==> config.mk <==
export PLATFORM = sky130hd
export DESIGN_NAME = chunked_seq_addsub
export DESIGN_NICKNAME = d
export VERILOG_FILES = /design/src/rtl/chunked_seq_addsub.sv
export SDC_FILE = /design/constraint.sdc
export NUM_CORES = 1
export LEC_CHECK = 0
export ABC_AREA = 1
export CAP_MARGIN = 20
export CORE_AREA = 2 2 74 76
export CTS_CLUSTER_SIZE = 14
export DETAILED_ROUTE_END_ITERATION = 12
export DIE_AREA = 0 0 76 78
export PLACE_DENSITY = 0.91
export SLEW_MARGIN = 20
export SYNTH_ARGS = -nofsm -noshare
export SYNTH_HDL_FRONTEND = slang
export SYNTH_SLANG_ARGS = --single-unit
==> constraint.sdc <==
create_clock -name clk -period 3.9 [get_ports clk]
set_clock_uncertainty 0.15 [all_clocks]
set_input_delay 0.78 -clock clk [delete_from_list [all_inputs] [get_ports clk]]
set_output_delay 0.78 -clock clk [all_outputs]
set_load 0.02 [all_outputs]
==> src/rtl/chunked_seq_addsub.sv <==
// Multi-cycle adder/subtractor: processes CHUNK bits per clock, LSB chunk first,
// with the inter-chunk carry held in a register. Reports cout, signed overflow and zero.
module chunked_seq_addsub #(
  parameter int WIDTH = 16,
  parameter int CHUNK = 4
) (
  input  logic             clk,
  input  logic             rst_n,
  input  logic             in_valid,
  output logic             in_ready,
  input  logic [WIDTH-1:0] a,
  input  logic [WIDTH-1:0] b,
  input  logic             cin,
  input  logic             sub,
  output logic             out_valid,
  input  logic             out_ready,
  output logic [WIDTH-1:0] sum,
  output logic             cout,
  output logic             ovf,
  output logic             zero
);

  localparam int NCH = WIDTH / CHUNK;
  localparam int IW  = (NCH > 1) ? $clog2(NCH) : 1;

  generate
    if (WIDTH % CHUNK != 0) begin : g_bad_chunk
      $error("chunked_seq_addsub: WIDTH must be a multiple of CHUNK");
    end
  endgenerate

  // Handshake: a transfer happens on a rising edge where valid && ready are both high.
  // in_ready depends on state only; out_valid and results stay stable until out_ready.
  typedef enum logic [1:0] {IDLE, CALC, DONE} state_t;

  state_t           state;
  logic [WIDTH-1:0] a_r;
  logic [WIDTH-1:0] b_r;
  logic             a_msb;
  logic             b_msb;
  logic             carry;
  logic [IW-1:0]    idx;
  logic [CHUNK:0]   chunk_sum;
  logic [WIDTH-1:0] next_sum;

  assign in_ready = (state == IDLE);

  // Operands shift right each cycle so the active chunk is always at bit 0;
  // the result shifts in from the top and lands in place after NCH cycles.
  always_comb begin
    chunk_sum = {1'b0, a_r[CHUNK-1:0]} + {1'b0, b_r[CHUNK-1:0]} + {{CHUNK{1'b0}}, carry};
    next_sum  = (sum >> CHUNK) | (WIDTH'(chunk_sum[CHUNK-1:0]) << (WIDTH - CHUNK));
  end

  always_ff @(posedge clk) begin
    if (!rst_n) begin
      state     <= IDLE;
      out_valid <= 1'b0;
      sum       <= '0;
      cout      <= 1'b0;
      ovf       <= 1'b0;
      zero      <= 1'b0;
      idx       <= '0;
      carry     <= 1'b0;
      a_r       <= '0;
      b_r       <= '0;
      a_msb     <= 1'b0;
      b_msb     <= 1'b0;
    end else begin
      case (state)
        IDLE: begin
          if (in_valid) begin
            a_r   <= a;
            b_r   <= b ^ {WIDTH{sub}};
            carry <= sub | cin;
            a_msb <= a[WIDTH-1];
            b_msb <= b[WIDTH-1] ^ sub;
            idx   <= '0;
            state <= CALC;
          end
        end
        CALC: begin
          sum   <= next_sum;
          carry <= chunk_sum[CHUNK];
          a_r   <= a_r >> CHUNK;
          b_r   <= b_r >> CHUNK;
          idx   <= idx + 1'b1;
          if (idx == IW'(NCH - 1)) begin
            state     <= DONE;
            out_valid <= 1'b1;
            cout      <= chunk_sum[CHUNK];
            ovf       <= (a_msb == b_msb) && (next_sum[WIDTH-1] != a_msb);
            zero      <= (next_sum == '0);
          end
        end
        DONE: begin
          if (out_ready) begin
            state     <= IDLE;
            out_valid <= 1'b0;
          end
        end
        default: state <= IDLE;
      endcase
    end
  end

endmodule

==> Flow_metrics.wiki <==
{| class="wikitable"
! Metric !! Value
|-
| Worst Setup Path Type || register to primary output
|-
| Count of final setup violators || 0
|-
| TritonCTS Sinks || 59
|-
| Most frequently used cell type in the post-synthesis netlist || sky130_fd_sc_hd__nand2_1
|-
| Count of input and output buffers || 58
|-
| RD Place Congestion || 0.822
|-
| Number of instances in the synthesized netlist || 364
|-
| Top cell type's share of synthesized area || 43.8%
|-
| Fin worst setup slack || 1.49 ns
|-
| Maximum number of pins on one net before global-route repair || 42
|-
| DIE WIDTH || 76 µm
|-
| Total standard cell area after synthesis || 2700 µm²
|-
| Number of flops mapped to enable cells by yosys || 0
|-
| Iteration count of the initial detailed-routing pass || 5
|-
| Worst slew margin relative to its limit || 41.4%
|-
| Final setup TNS || 0 ns
|-
| Total CTS buffers || 9
|-
| Global-route wire length before repair || 11000 µm
|-
| Residual antenna-violating net count after detailed routing || 0
|-
| Synthesized area per cell || 7.41 µm²
|-
| Number of pins with negative max-slew slack in the final report || 0
|-
| Number of placed instances, taps included || 473
|-
| Clock tree from TritonCTS || yes
|-
| Vias || 2542
|-
| Vias in the first global route || 2401
|-
| Largest fanout on the critical path || 4
|-
| Top flip-flop cell by instance count after synthesis || sky130_fd_sc_hd__dfxtp_1
|-
| Initial antenna violation count || 0
|-
| Die area || 5930 µm²
|-
| Placeable core area || 5040 µm²
|-
| DRC marker count from the first detailed-route iteration || 215
|-
| CTS max path bufs || 2
|-
| Worst Path Required || 2.97 ns
|-
| Routed wire length || 6450 µm
|-
| Starting density of the core || 53.5%
|-
| Resize count post-CTS || 0
|-
| Type of element capturing the critical path || primary output
|-
| Clock transition at the registers of the reported paths || 0.06 ns
|-
| Minimum hold slack || 0.314 ns
|-
| Antenna cells || 0
|-
| Register area share after synthesis || 43.8%
|-
| Cell types with the largest area share after synthesis || sky130_fd_sc_hd__dfxtp_1 44%, sky130_fd_sc_hd__nand2_1 14%, sky130_fd_sc_hd__o21ai_0 5.6%
|-
| Number of placement rows || 26
|-
| Share of async-settable or async-resettable flops after synthesis || 0%
|-
| Congestion Overflow GR || 0
|-
| Number of endpoints with negative hold slack in the final report || 0
|-
| Pre-CTS setup slack || 1.35 ns
|-
| Crit share post-route || 61.8%
|-
| Relative area change from synthesis to final layout || 26.6%
|-
| RSZ-0062 raised after global routing || false
|-
| Worst-Skew Late Latency || 0.33 ns
|-
| Boundary pin count || 59
|-
| Maximum level of the CTS H-tree || 3
|-
| Type of origin of the critical path || register
|-
| Crit path DAT || 1.48 ns
|-
| Static leakage || 1.43 nW
|-
| Number of storage elements in the synthesis netlist || 59
|-
| Total power consumption of the routed design || 1.43 mW
|-
| Slew at the pin closest to its max-slew limit || 0.876 ns
|-
| Ys Warns || 0
|-
| Maximum frequency from static timing analysis || 415 MHz
|-
| Detailed-route vias per instance || 5.23
|-
| # DRC || 0
|-
| Detailed-placement wirelength estimate || 4420 µm
|-
| Routed len/inst || 13.3 µm
|-
| Mapped Nets || 408
|-
| Die span in y || 78 µm
|-
| Worst voltage drop across the vdd grid || 0.223 mV
|-
| Quantity of hold-fixing buffers added after cts || 0
|-
| # Max-Cap Violations || 0
|-
| Synth cell count leaders || 99 x sky130_fd_sc_hd__nand2_1, 59 x sky130_fd_sc_hd__dfxtp_1, 38 x sky130_fd_sc_hd__nor2_1
|-
| Post-CTS repair timing setup buffer count || 0
|-
| Worst hold-check path type || register to register
|-
| Min Clock Period, post-route || 2.41 ns
|-
| Fraction of final layout cells with drive strength greater than 1 || 4.57%
|-
| Overall Global Routing Usage || 23.4%
|-
| Library cell occupying the most area in the post-synthesis netlist || sky130_fd_sc_hd__dfxtp_1
|-
| Nets || 458
|-
| Cell variety after synth || 26
|-
| Power per Cell Area || 418 nW/µm²
|-
| Clk Tree Root Cell || sky130_fd_sc_hd__clkbuf_8
|-
| Number of standard cells in the final layout excluding fillers || 486
|-
| Run status || completed
|}
[per-layer routing]
metal,vias up,share of wire (%),GRT usage (%),wire (µm)
met2,92,49,37.9,3160
met3,13,7.4,7.21,475
met5,-,0,0,0
met1,1164,42,29.2,2720
met4,0,1.5,9.27,98
li1,1273,-,-,-
[state kept, by name, indices dropped and copies added (netlist names), 2 cells and up]
| signal | flops |
|---|---|
| a_r | 16 |
| b_r | 16 |
| idx | 2 |
| state | 2 |
| sum | 16 |
[per-stage QoR]
| step | instance area, µm² | util, % |
|---|---|---|
| 3_5_place_dp | 3270 | 64.8 |
| 6_report | 3420 | 67.7 |
| 4_1_cts | 3420 | 67.7 |
| 5_1_grt | 3420 | 67.7 |
| 3_3_place_gp | 3270 | 64.8 |
| 2_1_floorplan | 2700 | - |
[area by class of cell]
type,count,area [µm²]
Timing Repair Buffer,59,588
Multi-Input combinational cell,252,1290
Tap cell,70,87.6
Inverter,33,124
Clock buffer,13,149
Sequential cell,59,1180
Fill cell,427,1630
[power breakdown]
part,total [mW],switching [mW],internal (mW)
registers,0.687,0.0335,0.653
logic,0.295,0.166,0.128
clock network,0.447,0.209,0.238
total,1.43,0.409,1.02
[worst max-delay path, stage by stage (launching register included)]
cell and delay (ns):
sky130_fd_sc_hd__dfxtp_1 0.34, sky130_fd_sc_hd__nor2_2 0.17, sky130_fd_sc_hd__clkdlybuf4s50_1 0.64
[cells in the final DEF, fill, tap and decap left out]
master	count
sky130_fd_sc_hd__nand2_1	99
sky130_fd_sc_hd__dfxtp_1	59
sky130_fd_sc_hd__clkdlybuf4s50_1	58
sky130_fd_sc_hd__nor2_1	38
sky130_fd_sc_hd__o21ai_0	30
sky130_fd_sc_hd__inv_1	29
sky130_fd_sc_hd__a21oi_1	21
sky130_fd_sc_hd__a31oi_1	13
sky130_fd_sc_hd__o211ai_1	12
sky130_fd_sc_hd__clkbuf_8	10
sky130_fd_sc_hd__nand3_1	9
sky130_fd_sc_hd__xor2_1	8
sky130_fd_sc_hd__xnor2_1	8
sky130_fd_sc_hd__ha_1	4
sky130_fd_sc_hd__inv_2	3
sky130_fd_sc_hd__clkbuf_1	3
sky130_fd_sc_hd__nand2_4	2
sky130_fd_sc_hd__fa_1	2
sky130_fd_sc_hd__nor2_2	1
sky130_fd_sc_hd__nand2_2	1
sky130_fd_sc_hd__clkinv_1	1
sky130_fd_sc_hd__a211oi_2	1
sky130_fd_sc_hd__a211oi_1	1
sky130_fd_sc_hd__o21bai_1	1
sky130_fd_sc_hd__o21a_1	1
sky130_fd_sc_hd__buf_4	1
[path summary, 6_finish.rpt]
| check | start | endpoint | slack, ns | cells after the start |
|---|---|---|---|---|
| max reg2reg | state[1] | b_r[6] | 1.79 | 8 |
| max | state[0] | in_ready | 1.49 | 2 |
| min | b_r[15] | b_r[15] | 0.31 | 2 |
| min reg2reg | b_r[15] | b_r[15] | 0.31 | 2 |
[cells by family (layout without fill, tap and decap cells)]
family                     Yosys count  count (layout)  share of synthesized area (%)
DFF                                 59              59                           43.8
and+or+nand+nor                    150             150                           22.0
AOI/OAI and AO/OA                   80              80                           17.1
buffers and inverters               53             105                           8.58
adders and majority gates            6               6                           3.34
xor gates and xnor gates            16              16                           5.19
Note: power is estimated with default switching activity, not from simulation.
